`src/rtl/serial_frame_receiver_if.sv`:
```
// Bus between a serial frame receiver and its consumer:
// the serial line and acknowledge in, the held word and status flags out.
interface serial_frame_receiver_if #(
    parameter int N = 8
);
    logic         ser_in;
    logic         rd_ack;
    logic [0:N-1] par_out;
    logic         data_valid;
    logic         parity_err;
    logic         frame_err;
    logic         overrun;

    modport master (
        output ser_in,
        output rd_ack,
        input  par_out,
        input  data_valid,
        input  parity_err,
        input  frame_err,
        input  overrun
    );

    modport slave (
        input  ser_in,
        input  rd_ack,
        output par_out,
        output data_valid,
        output parity_err,
        output frame_err,
        output overrun
    );
endinterface

```
`src/rtl/serial_frame_receiver.sv`:
```
// Oversampling serial receiver: start, N data bits (first bit ends at par_out[N-1]),
// even parity, stop. Each frame is committed with error flags and a held-word handshake.
module serial_frame_receiver #(
    parameter int N          = 8,
    parameter int BIT_CYCLES = 4
) (
    input  logic                     clk,
    input  logic                     reset,
    serial_frame_receiver_if.slave   bus
);
    localparam int HALF  = BIT_CYCLES / 2;
    localparam int CNT_W = (BIT_CYCLES > 2) ? $clog2(BIT_CYCLES) : 1;
    localparam int BIT_W = $clog2(N + 1);

    typedef enum logic [2:0] {IDLE, START, DATA, PARITY, STOP} state_t;

    state_t       r_state;
    logic [CNT_W-1:0] r_cnt;
    logic [BIT_W-1:0] r_bit_cnt;
    logic [0:N-1] r_shift;
    logic         r_par_acc;
    logic [0:N-1] r_par_out;
    logic         r_data_valid;
    logic         r_parity_err;
    logic         r_frame_err;
    logic         r_overrun;
    logic         w_sample;

    assign w_sample = (r_cnt == CNT_W'(BIT_CYCLES - 1));

    // NOTE: synchronous reset lives inside the clocked block; every register,
    // including the assembly shift register, is cleared so no frame residue survives.
    always_ff @(posedge clk) begin
        if (!reset) begin
            r_state      <= IDLE;
            r_cnt        <= '0;
            r_bit_cnt    <= '0;
            r_shift      <= '0;
            r_par_acc    <= 1'b0;
            r_par_out    <= '0;
            r_data_valid <= 1'b0;
            r_parity_err <= 1'b0;
            r_frame_err  <= 1'b0;
            r_overrun    <= 1'b0;
        end else begin
            // A commit in STOP below overrides this clear on the same edge.
            if (bus.rd_ack && r_data_valid) r_data_valid <= 1'b0;

            case (r_state)
                IDLE: begin
                    if (!bus.ser_in) begin
                        r_state <= START;
                        r_cnt   <= '0;
                    end
                end
                START: begin
                    if (r_cnt == CNT_W'(HALF - 1)) begin
                        if (bus.ser_in) begin
                            r_state <= IDLE;
                        end else begin
                            r_state   <= DATA;
                            r_cnt     <= '0;
                            r_bit_cnt <= '0;
                            r_par_acc <= 1'b0;
                        end
                    end else begin
                        r_cnt <= r_cnt + CNT_W'(1);
                    end
                end
                DATA: begin
                    if (w_sample) begin
                        r_cnt     <= '0;
                        r_shift   <= {bus.ser_in, r_shift[0:N-2]};
                        r_par_acc <= r_par_acc ^ bus.ser_in;
                        if (r_bit_cnt == BIT_W'(N - 1)) r_state <= PARITY;
                        else r_bit_cnt <= r_bit_cnt + BIT_W'(1);
                    end else begin
                        r_cnt <= r_cnt + CNT_W'(1);
                    end
                end
                PARITY: begin
                    if (w_sample) begin
                        r_cnt     <= '0;
                        r_par_acc <= r_par_acc ^ bus.ser_in;
                        r_state   <= STOP;
                    end else begin
                        r_cnt <= r_cnt + CNT_W'(1);
                    end
                end
                STOP: begin
                    if (w_sample) begin
                        r_cnt        <= '0;
                        r_par_out    <= r_shift;
                        r_parity_err <= r_par_acc;
                        r_frame_err  <= ~bus.ser_in;
                        if (r_data_valid && !bus.rd_ack) r_overrun <= 1'b1;
                        r_data_valid <= 1'b1;
                        r_state      <= IDLE;
                    end else begin
                        r_cnt <= r_cnt + CNT_W'(1);
                    end
                end
                default: r_state <= IDLE;
            endcase
        end
    end

    assign bus.par_out    = r_par_out;
    assign bus.data_valid = r_data_valid;
    assign bus.parity_err = r_parity_err;
    assign bus.frame_err  = r_frame_err;
    assign bus.overrun    = r_overrun;
endmodule

```
`src/flat_wrapper.sv`:
```
// flat-port wrapper written by rule: the top's interface ports become plain ports
module serial_frame_receiver_flat 
#(
    parameter int N          = 8,
    parameter int BIT_CYCLES = 4
)
  (clk, reset, bus_ser_in, bus_rd_ack, bus_par_out, bus_data_valid, bus_parity_err, bus_frame_err, bus_overrun);
  serial_frame_receiver_if #(.N(N)) bus_i ();
  input  logic clk;
  input  logic reset;
  input wire logic [$bits(bus_i.ser_in)-1:0] bus_ser_in;
  input wire logic [$bits(bus_i.rd_ack)-1:0] bus_rd_ack;
  output wire logic [$bits(bus_i.par_out)-1:0] bus_par_out;
  output wire logic [$bits(bus_i.data_valid)-1:0] bus_data_valid;
  output wire logic [$bits(bus_i.parity_err)-1:0] bus_parity_err;
  output wire logic [$bits(bus_i.frame_err)-1:0] bus_frame_err;
  output wire logic [$bits(bus_i.overrun)-1:0] bus_overrun;
  assign bus_i.ser_in = bus_ser_in;
  assign bus_i.rd_ack = bus_rd_ack;
  assign bus_par_out = bus_i.par_out;
  assign bus_data_valid = bus_i.data_valid;
  assign bus_parity_err = bus_i.parity_err;
  assign bus_frame_err = bus_i.frame_err;
  assign bus_overrun = bus_i.overrun;
  serial_frame_receiver #(.N(N), .BIT_CYCLES(BIT_CYCLES)) u_core (.clk(clk), .reset(reset), .bus(bus_i));
endmodule
```
`config.mk`:
```
export PLATFORM = sky130hd
export DESIGN_NAME = serial_frame_receiver_flat
export DESIGN_NICKNAME = d
export VERILOG_FILES = /design/src/rtl/serial_frame_receiver_if.sv /design/src/rtl/serial_frame_receiver.sv /design/src/flat_wrapper.sv
export SDC_FILE = /design/constraint.sdc
export NUM_CORES = 1
export LEC_CHECK = 0
export BUFFER_PORTS_ARGS = -buffer_cell sky130_fd_sc_hd__buf_2
export CAP_MARGIN = 20
export CORE_MARGIN = 4
export CORE_UTILIZATION = 45
export CTS_CLUSTER_SIZE = 12
export DETAILED_ROUTE_END_ITERATION = 12
export PLACE_DENSITY = 0.71
export SLEW_MARGIN = 20
export SYNTH_ARGS = -nofsm -noshare
export SYNTH_HDL_FRONTEND = slang
export SYNTH_SLANG_ARGS = --single-unit
```
`constraint.sdc`:
```
create_clock -name clk -period 4.1 [get_ports clk]
set_clock_uncertainty 0.05 [all_clocks]
set_input_delay 0.41 -clock clk [delete_from_list [all_inputs] [get_ports clk]]
set_output_delay 0.41 -clock clk [all_outputs]
set_load 0.02 [all_outputs]
```
==> reports/summary.txt <==
Tightest Pin Transition - 0.657 ns
Sink Count - 30
Final non-filler cell total - 195
First-pass GRT wire length - 4220 um
Placed instance count - 187
Cell variety after synth - 32
Syn Area/Cell - 8.27 um^2
Initial Util - 48.6%
Pwr Density - 364 nW/um^2
TritonCTS buffer count - 5
Post-Syn Nets - 158
Synth Cell Area - 1250 um^2
Via count - 1029
Congestion Overflow GR - 0
Crit Path Category - reg2reg
Critical Path Start Type - flop
Main combinational cell family by area after synthesis - simple AND/OR/NAND/NOR gates
RSZ-0062 raised after global routing - false
Outcome - completed
Placer Congestion - 0.836
Global-route usage over all layers - 15.9%
Core ar. - 2570 um^2
Worst-Skew Late Latency - 0.33 ns
Largest net degree at the start of global routing - 23
Critical path required time - 4.32 ns
Synth Area in XOR/XNOR - 1.40%
Worst-path clk slew - 0.09 ns
Fin Setup TNS - 0 ns
Vias in the first global route - 952
Synth Area in Compound Gates - 14.2%
# DRC - 0
Commonest non-fill, non-tap cells in the layout - 39 x nand2_1, 30 x dfxtp_1, 25 x a21oi_1
Final wirelength - 2440 um
Launch point of the worst reg-to-reg path - u_core.r_cnt[0]$_SDFFE_PN0P_
Hold Path Class - in2reg
Initial DRC Count - 19
Relative slew margins - 56.1%
Hold endpoint - u_core.r_cnt[1]$_SDFFE_PN0P_
Warning count from the yosys run - 0
Fmax - 540 MHz
Minimum clock period - 1.85 ns
Full die area - 3680 um^2
Max Root-Sink Buffers - 2
Leak pwr - 0.523 nW
Antenna violations before repair - 0
Clk root buf - clkbuf_4
Hold-fix buffers at CTS - 0
Final antenna-violating net count - 0
Commonest non-fill, non-tap cell in the layout - nand2_1
Critical path fanouts, max - 13
TritonCTS clock tree - done
Area leader, netlist - dfxtp_1
Mux share of post-synthesis cell area - 0.802%
Post-CTS setup buffer count - 0
Worst r2r dst - u_core.r_bit_cnt[3]$_SDFFE_PN0P_
Wire per inst - 12.5 um
CTS H-tree lvls - 2
Worst r2r path cells - 5
Crit path arrival time - 2.07 ns
#FFs+latches synth - 30
Synth Instances - 151
Area added between synthesis and finish - 10.1%
Main area contributors after synthesis - dfxtp_1 48%, nand2_1 12%, a21oi_1 10%, ha_1 3.0%, nor2_1 3.0%
Ant diodes - 0
Fraction of layout cells with a size suffix above 1 - 14.5%
Synth async-reset ratio - 0%
Number of flops mapped to enable cells by yosys - 0
Synth Area in Simple Gates - 27.9%
Worst VDD drop - 0.000314 V
Fin crit share - 45.2%
Num rows - 18
Chip width - 60.7 um
CP endpoint kind - flop
Reg-to-reg setup timing slack - 2.25 ns
Synth top area share - 48.1%
Fin. Hold Viols - 0
Ys flop type - dfxtp_1
Cts repair resizes - 0
Pre-antenna DRT Iters - 4
# port buffers - 15
Die Ht - 60.7 um
# nets final - 171
I/O pins - 16
Hold Crit Start - reset
Setup-failing EPs final - 0
Share of the yosys chip area belonging to registers - 48.1%
HPWL after DPL - 1680 um
Synth Area in Adders - 3.01%
Hold Path Stages - 2
Max-slew violations - 0
MaxCap Viol Count - 0
Vias per cell - 5.28
-- where the power goes --
part	total (W)	leakage [nW]	switching (W)	internal (W)
logic	0.0000212	0.246	0.0000122	0.00000897
registers	0.000298	0.242	0.00000475	0.000294
clock network	0.000181	0.0353	0.0000982	0.0000829
total	0.000501	0.523	0.000115	0.000386
-- flip-flops by register name, summed over array words and instances, names as in the netlist --
register and count:
u_core.bus.data_valid 1, u_core.bus.frame_err 1, u_core.bus.overrun 1, u_core.bus.par_out 8, u_core.bus.parity_err 1, u_core.r_bit_cnt 4
u_core.r_cnt 2, u_core.r_par_acc 1, u_core.r_shift 8, u_core.r_state 3
-- metrics by stage --
| stage | utilization, % | setup slack, ns | total power (W) | cell area (um^2) | hold slack [ns] |
|---|---|---|---|---|---|
| global route | 53.6 | 2.10 | 0.000525 | 1380 | 0.313 |
| detailed placement | 51.2 | 2.25 | 0.000326 | 1320 | 0.394 |
| global placement | 51.2 | 2.34 | 0.000325 | 1320 | 0.389 |
| finish | 53.6 | 2.25 | 0.000501 | 1380 | 0.311 |
| floorplan | - | 2.56 | 0.000320 | 1250 | 0.382 |
| CTS | 53.6 | 2.24 | 0.000505 | 1380 | 0.304 |
-- logic make-up (layout without fill, tap and decap cells) --
| group | count (synthesis) | after routing |
|---|---|---|
| AO/OA/AOI/OAI | 31 | 31 |
| multiplexers | 1 | 1 |
| XOR/XNOR | 2 | 2 |
| adder cells (fa/ha/maj) | 3 | 3 |
| AND/OR/NAND/NOR | 72 | 72 |
| buffers and inverters | 12 | 26 |
| flip-flops | 30 | 30 |
-- worst max path at each step --
| stage | startpoint | end | slack [ns] | depth (start not counted) |
|---|---|---|---|---|
| after detailed placement | u_core.r_cnt[0]$_SDFFE_PN0P_ | u_core.r_bit_cnt[3]$_SDFFE_PN0P_ | 2.25 | 5 |
| after global routing | u_core.r_cnt[0]$_SDFFE_PN0P_ | u_core.r_bit_cnt[3]$_SDFFE_PN0P_ | 2.10 | 5 |
| final | u_core.r_cnt[0]$_SDFFE_PN0P_ | u_core.r_bit_cnt[3]$_SDFFE_PN0P_ | 2.25 | 5 |
| after CTS | u_core.r_cnt[0]$_SDFFE_PN0P_ | u_core.r_bit_cnt[3]$_SDFFE_PN0P_ | 2.24 | 5 |
| after global placement | u_core.r_cnt[0]$_SDFFE_PN0P_ | u_core.r_bit_cnt[3]$_SDFFE_PN0P_ | 2.34 | 5 |
| after floorplan | u_core.r_cnt[0]$_SDFFE_PN0P_ | u_core.r_bit_cnt[3]$_SDFFE_PN0P_ | 2.56 | 5 |
-- Yosys cell counts (2+ instances only) --
library cell,count
nor3_1,4
a21oi_1,25
clkbuf_1,3
nor2b_1,2
xor2_1,2
ha_1,3
nand2b_1,3
nor2_1,10
or3b_1,2
nand3b_1,2
dfxtp_1,30
nand3_1,2
nand2_1,39
inv_1,3
buf_2,4
-- worst max-delay path, cell delays in order (launching register included) --
cell	delay, ns
dfxtp_1	0.40
ha_1	0.28
and4bb_2	0.42
nand4_1	0.14
or3b_1	0.36
a21oi_1	0.13
-- area by class of cell --
class | count | area, um^2
Clock buffer | 7 | 55.1
Clock inverter | 1 | 5.00
Fill cell | 255 | 1190
Inverter | 3 | 11.3
Multi-Input combinational cell | 109 | 591
Sequential cell | 30 | 601
Tap cell | 30 | 37.5
Timing Repair Buffer | 15 | 75.1
-- layer usage --
metal	global-route usage, %	up-vias	wire [um]
met5	0	-	0
met4	8.36	0	68
met3	5.96	10	121
met2	25.3	22	1150
met1	18.5	459	1100
li1	-	538	-
Power figures use the tool's default switching activity.
